**src/rtl/peak_finder.sv**
```systemverilog
// Peak detector for a signed filter stream: tracks the maximum of each
// above-threshold pulse, emits its amplitude and timestamp, then applies a hold-off.
module peak_finder #(
  parameter int DATA_W = 16,
  parameter int TIME_W = 16,
  parameter int HOLD_W = 8
) (
  input  logic                     clk,
  input  logic                     reset,
  input  logic signed [DATA_W-1:0] input_data,
  input  logic signed [DATA_W-1:0] threshold,
  input  logic        [HOLD_W-1:0] holdoff,
  output logic signed [DATA_W-1:0] output_amp,
  output logic        [TIME_W-1:0] output_time,
  output logic                     output_valid,
  output logic        [7:0]        output_count,
  output logic                     busy
);

  typedef enum logic [1:0] {IDLE, TRACK, HOLDOFF} state_t;

  state_t                     state;
  logic signed [DATA_W-1:0]   sample;
  logic                       sample_vld;
  logic        [TIME_W-1:0]   time_cnt;
  logic        [TIME_W-1:0]   sample_time;
  logic signed [DATA_W-1:0]   max_amp;
  logic        [TIME_W-1:0]   max_time;
  logic        [HOLD_W-1:0]   hold_cnt;
  logic                       above;

  // time_cnt has already advanced past the edge that captured the sample.
  assign sample_time = time_cnt - TIME_W'(1);
  assign above       = sample > threshold;
  assign busy        = (state != IDLE);

  // NOTE: every register, including the datapath, is reset so a pulse in
  // flight is fully discarded and nothing stale can be emitted after release.
  always_ff @(posedge clk or posedge reset) begin
    if (reset) begin
      state        <= IDLE;
      sample       <= '0;
      sample_vld   <= 1'b0;
      time_cnt     <= '0;
      max_amp      <= '0;
      max_time     <= '0;
      hold_cnt     <= '0;
      output_amp   <= '0;
      output_time  <= '0;
      output_valid <= 1'b0;
      output_count <= '0;
    end else begin
      // NOTE: non-blocking assignments throughout; each compare below sees the
      // values from before this edge, which fixes the two-clock emit latency.
      sample       <= input_data;
      sample_vld   <= 1'b1;
      time_cnt     <= time_cnt + TIME_W'(1);
      output_valid <= 1'b0;

      case (state)
        IDLE: begin
          // sample_vld masks the cleared input register on the release cycle.
          if (sample_vld && above) begin
            state    <= TRACK;
            max_amp  <= sample;
            max_time <= sample_time;
          end
        end

        TRACK: begin
          if (!above) begin
            output_amp   <= max_amp;
            output_time  <= max_time;
            output_valid <= 1'b1;
            output_count <= output_count + 8'd1;
            hold_cnt     <= holdoff;
            state        <= (holdoff == '0) ? IDLE : HOLDOFF;
          end else if (sample > max_amp) begin
            max_amp  <= sample;
            max_time <= sample_time;
          end
        end

        HOLDOFF: begin
          hold_cnt <= hold_cnt - HOLD_W'(1);
          if (hold_cnt == HOLD_W'(1)) begin
            state <= IDLE;
          end
        end

        default: state <= IDLE;
      endcase
    end
  end

endmodule

```
**config.mk**
```make
export PLATFORM = sky130hd
export DESIGN_NAME = peak_finder
export DESIGN_NICKNAME = d
export VERILOG_FILES = /design/src/rtl/peak_finder.sv
export SDC_FILE = /design/constraint.sdc
export NUM_CORES = 1
export LEC_CHECK = 0
export CORE_ASPECT_RATIO = 0.8
export CORE_MARGIN = 1
export CORE_UTILIZATION = 54
export CTS_CLUSTER_SIZE = 10
export DETAILED_ROUTE_END_ITERATION = 12
export GPL_ROUTABILITY_DRIVEN = 0
export GPL_TIMING_DRIVEN = 0
export PLACE_DENSITY = 0.82
export SYNTH_ARGS = -nofsm -noshare
export SYNTH_HDL_FRONTEND = slang
export SYNTH_SLANG_ARGS = --single-unit
```
**constraint.sdc**
```tcl
create_clock -name clk -period 4.8 [get_ports clk]
set_input_delay 1.44 -clock clk [delete_from_list [all_inputs] [get_ports clk]]
set_output_delay 1.44 -clock clk [all_outputs]
set_load 0.03 [all_outputs]
```
# Word-level counts from Yosys, hierarchy flattened
# Cells that the tools add are included.
[classes]
addsub = 4
order_cmp = 2
eq_ne = 8
mux = 17
bitwise_logic = 1
n_reduce_logical = 10
[op_table]
columns = ["cell", "n"]
rows = [
  ["two-way mux 16 bit", 6],
  ["case mux 16 bit (2 select lines)", 2],
  ["> comparator 16 bit", 2],
  ["adder 16 x 1 -> 16 bit (second input constant)", 1],
  ["case mux 8 bit (2 select lines)", 1],
  ["subtractor 16 x 1 -> 16 bit (second input constant)", 1],
  ["inequality test 2 bit (second input constant)", 5],
  ["adder 8 x 1 -> 8 bit (second input constant)", 1],
  ["equality test 8 x 1 -> 1 bit (second input constant)", 1],
  ["zero test 8 bit", 1],
  ["two-way mux 2 bit", 4],
  ["two-way mux 8 bit", 1],
  ["subtractor 8 x 1 -> 8 bit (second input constant)", 1],
  ["case mux 2 bit (3 select lines)", 1],
  ["nonzero test 2 bit", 3],
  ["AND reduction 2 bit", 2],
  ["AND reduction 4 bit", 1],
  ["AND reduction 3 bit", 1],
  ["equality test 2 x 1 -> 1 bit (second input constant)", 1],
  ["equality test 2 bit (second input constant)", 1],
  ["zero test 2 bit", 1],
  ["two-way mux 1 bit", 2],
  ["logical AND 1 bit", 1],
  ["NOT 1 bit", 1],
]
[word_totals]
ff_bits = 116
input_bits = 42
output_inout_bits = 42
wordCells = 53

# Longest topological paths before layout
[depth]
word_depth = 4
ltp_mapped = 12
ltp_nobuf = 11

# Worst setup path before layout
# Ideal clock, no wire load.
[synth_path]
path_kind = "input -> register"
startpoint = "input port threshold[15]"
endpoint = "register max_amp[0]"
setup_time_ns = 0.125
arrival_ns = 3.555
required_ns = 4.675
slack_ns = 1.120
stages = 10
path_buffers = 1
path_cell_list = "inv_1 -> ha_1 -> nand4_1 -> nor4_2 -> o21ai_1 -> nand4_1 -> nand2_2 -> nor4_4 -> buf_6 -> mux2_2"
[synth_between]
elab_chain_cells = 4
elab_cells_between_ends = 5
classes_between = "1 x order compare; 2 x eq/ne; 2 x reduce/logical"
[synth_rtl]
columns = ["item", "line_no", "text"]
rows = [
  ["start, declared", "11", "input logic signed [DATA_W-1:0] threshold,"],
  ["> comparator 16 bit (*)", "34", "assign above = sample > threshold;"],
  ["logical AND 1 bit", "63", "if (sample_vld && above) begin"],
  ["inequality test 2 bit (no line)", "-", ""],
  ["AND reduction 4 bit (no line) (*)", "-", ""],
  ["end signal, assigned", "65", "max_amp <= sample;"],
  ["end signal, assigned", "79", "max_amp <= sample;"],
  ["end, declared", "27", "logic signed [DATA_W-1:0] max_amp;"],
]
# Mark *: on every way between the ends. The rest lies on a longest branch, timed or not.
# A chain may end at the register's enable or synchronous reset.

# Worst setup path after layout
[layout_path]
startpoint = "input port threshold[15]"
endpoint = "register max_time[14]"
[layout_between]
elab_chain_cells = 4
elab_cells_between_ends = 5
classes_between = "1 x order compare; 2 x eq/ne; 2 x reduce/logical"
[layout_rtl]
columns = ["item", "line_no", "text"]
rows = [
  ["> comparator 16 bit (*)", "34", ""],
  ["logical AND 1 bit", "63", ""],
  ["inequality test 2 bit (no line)", "-", ""],
  ["AND reduction 4 bit (no line) (*)", "-", ""],
  ["end signal, assigned", "66", "max_time <= sample_time;"],
  ["end signal, assigned", "80", "max_time <= sample_time;"],
  ["end, declared", "28", "logic [TIME_W-1:0] max_time;"],
]
# Marked as above.

==> impl_metrics.py <==
metrics = {
    "clock_network": {
        "cts_resized": 0,
        "cts-root-buf": "clkbuf_16",
        "htree_num_levels": 4,
        "clk_pin_slew_ns": 0.05,
        "cts-hold-fix-buffers": 0,
        "cts_buffer_depth": 2,
        "cts_sinks": 116,
        "tritoncts": "built",
        "cts_setup_buffers": 0,
        "cts_buffers": 17,
        "clk_latency_ns": 0.41,
    },
    "yosys": {
        "synth.largest_area_cell": "dfrtp_1",
        "synth_top_area_share": 0.516,
        "synth_edf_count": 0,
        "seq_area_frac_synth": 0.516,
        "ys_top_cells_by_count": "dfrtp_1 (116), mux2_2 (60), inv_1 (43)",
        "syn_area_mm2": 0.00563,
        "async_flop_share": 1.00,
        "synth_cell_types": 54,
        "yosysMostFrequentCell": "dfrtp_1",
        "synth_top_flop_cell": "dfrtp_1",
        "avgSynthCellArea_um2": 11.6,
        "syn-instance-count": 484,
        "ys_warn_count": 0,
        "synth.area.top_cells": "dfrtp_1 (52%), mux2_2 (12%), ha_1 (8.2%)",
        "syn_nets": 563,
        "ys_ff_latch": 116,
    },
    "timing": {
        "fin_ws_ns": 0.554,
        "max_freq_ghz": 0.236,
        "period_needed_ns": 4.25,
        "fin_skew_ns": 0.0109,
        "totalNegativeSetupSlack_ns": 0,
        "slew_headroom": 0.304,
        "period_share": 0.885,
        "hold_viol": 0,
        "whs_ns": 0.485,
        "slew_violations": 0,
        "worst_pin_slew_ns": 1.04,
        "setup_viol_count_final": 0,
        "rsz0062_at_grt": "no",
    },
    "drt": {
        "wirelength_mm": 12.6,
        "vias": 4106,
        "ant_nets": 0,
        "drt_first_pass_iters": 4,
        "first_iter_violations": 271,
        "route.detailed.drc": 0,
        "wire_per_inst_um": 17.1,
        "vias_per_cell": 5.59,
    },
    "hold_path": {
        "hold_path.class": "reg2reg",
        "hold_depth": 1,
    },
    "worst_setup_path": {
        "end_kind": "flop",
        "worst-path-stages": 11,
        "cp_slowest_cell": "nor4_4",
        "cp_common_cell": "nand4_1",
        "crit_buf_inv": 3,
        "worst_setup_path_start_kind": "input pin",
        "worst_path_largest_cell_delay_ns": 0.54,
        "worstSetupEndpoint": "max_time[14]",
        "r2r_end": "max_time[14]",
        "r2r_cells": 9,
        "critPathTopFamily": "simple AND/OR/NAND/NOR gates",
        "r2r_setup_slack_ns": 1.68,
        "cp.arrival_ns": 4.53,
        "crit_fanout": 10,
        "crit_path_start": "threshold[15]",
        "crit_type": "in2reg",
        "path_cells": "clkdlybuf4s50_1 -> inv_1 -> ha_1 -> nand4_1 -> nor4_2 -> o21ai_1 -> nand4_1 -> nand2_2 -> nor4_4 -> buf_6 -> mux2_2",
        "worstPathRequired_ns": 5.08,
        "r2r_start": "sample[15]",
    },
    "grt": {
        "grt_max_degree": 64,
        "grt_util_all_layers": 0.254,
        "grt_overflow": 0,
        "grt_pass1_wl_mm": 20.6,
        "antenna_found_initial": 0,
        "grt_pass1_vias": 4397,
    },
    "layout": {
        "fill_cells": 682,
        "drive_gt1_frac": 0.184,
        "syn_to_final_growth_pct": 29.8,
        "nets": 666,
        "diodes": 0,
        "final_util": 0.738,
    },
    "place": {
        "hpwl_mm": 8.80,
        "port_buffers": 83,
        "placement.setup.worst_slack_ns": 0.174,
    },
    "power": {
        "leakage_uw": 0.00341,
        "ir_drop_uv": 378,
        "p_per_area_mw_per_mm2": 570,
    },
    "die": {
        "fp-row-count": 32,
        "die_x_um": 116,
        "die-area_mm2": 0.0108,
        "core_mm2": 0.00989,
        "initial_core_util": 0.569,
        "die_h_um": 93.3,
        "io_pins": 84,
    },
    "job": {
        "drv_cap": 0,
    },
    "status": {
        "run_status": "finished, final reports clean",
    },
}
-- flip-flops by register name, indices dropped and copies added (netlist names) --
name          cells
max_amp          16
time_cnt         16
state             2
max_time         16
output_valid      1
hold_cnt          8
sample           16
output_time      16
output_amp       16
sample_vld        1
output_count      8
-- cells by family (layout without fill, tap and decap cells) --
kind of cell / Yosys count / in the layout / share of synthesized area
other cells: 1 / 1 / 0.000666
flops: 116 / 116 / 0.516
buf+inv: 60 / 175 / 0.0449
mux: 66 / 66 / 0.132
xor+xnor: 33 / 33 / 0.0514
simple gates: 118 / 118 / 0.109
compound gates: 53 / 53 / 0.0636
fa+ha+maj: 37 / 37 / 0.0823
-- placed cells by master, fill, tap and decap left out, types with 17 or more instances in the layout --
cell type,n
xnor2_1,21
a21oi_1,18
ha_1,37
inv_1,42
clkdlybuf4s50_1,83
nor2_1,20
mux2_2,60
clkbuf_16,17
nand2_1,32
dfrtp_1,116
-- layout make-up --
class                      count  area, µm²  share of cell area
sequential                   116       2900               0.398
multi-input combinational    308       2470               0.338
timing repair buffer          84        858               0.118
clock buffer                  22        494              0.0677
tap                          136        170              0.0233
inverter                      44        168              0.0230
clock inverter                 9        149              0.0204
buffer                        16       87.6              0.0120
-- worst min path at each step --
stage | to | slack, ns | start
final | output_count[7] | 0.48 | output_count[7]
after global routing | output_count[7] | 0.51 | output_count[7]
after CTS | output_count[7] | 0.50 | output_count[7]
after detailed placement | output_count[7] | 0.48 | output_count[7]
after global placement | output_count[7] | 0.47 | output_count[7]
after floorplan | output_time[1] | 0.46 | max_time[1]
-- metal layers --
metal	track usage	routed length, µm	share of wire	up-vias
li1	-	-	-	1903
met1	0.309	5470	0.43	2009
met2	0.422	6060	0.48	169
met3	0.0700	826	0.066	25
met4	0.111	230	0.018	0
met5	0	0	0	-
-- power breakdown --
| part | switching, µW | total (µW) | internal, µW |
|---|---|---|---|
| combinational | 723 | 1380 | 659 |
| sequential | 198 | 1430 | 1230 |
| clock | 421 | 1350 | 931 |
-- metrics by stage --
stage / std cells / total power [µW] / instance area [µm²]
after floorplan: 484 / 2320 / 5630
after global placement: 703 / 2730 / 6630
after detailed placement: 704 / 2810 / 6660
after CTS: 735 / 4190 / 7300
after global routing: 735 / 4370 / 7300
final: 735 / 4160 / 7300
No activity file was read; power rests on OpenSTA's default activity.
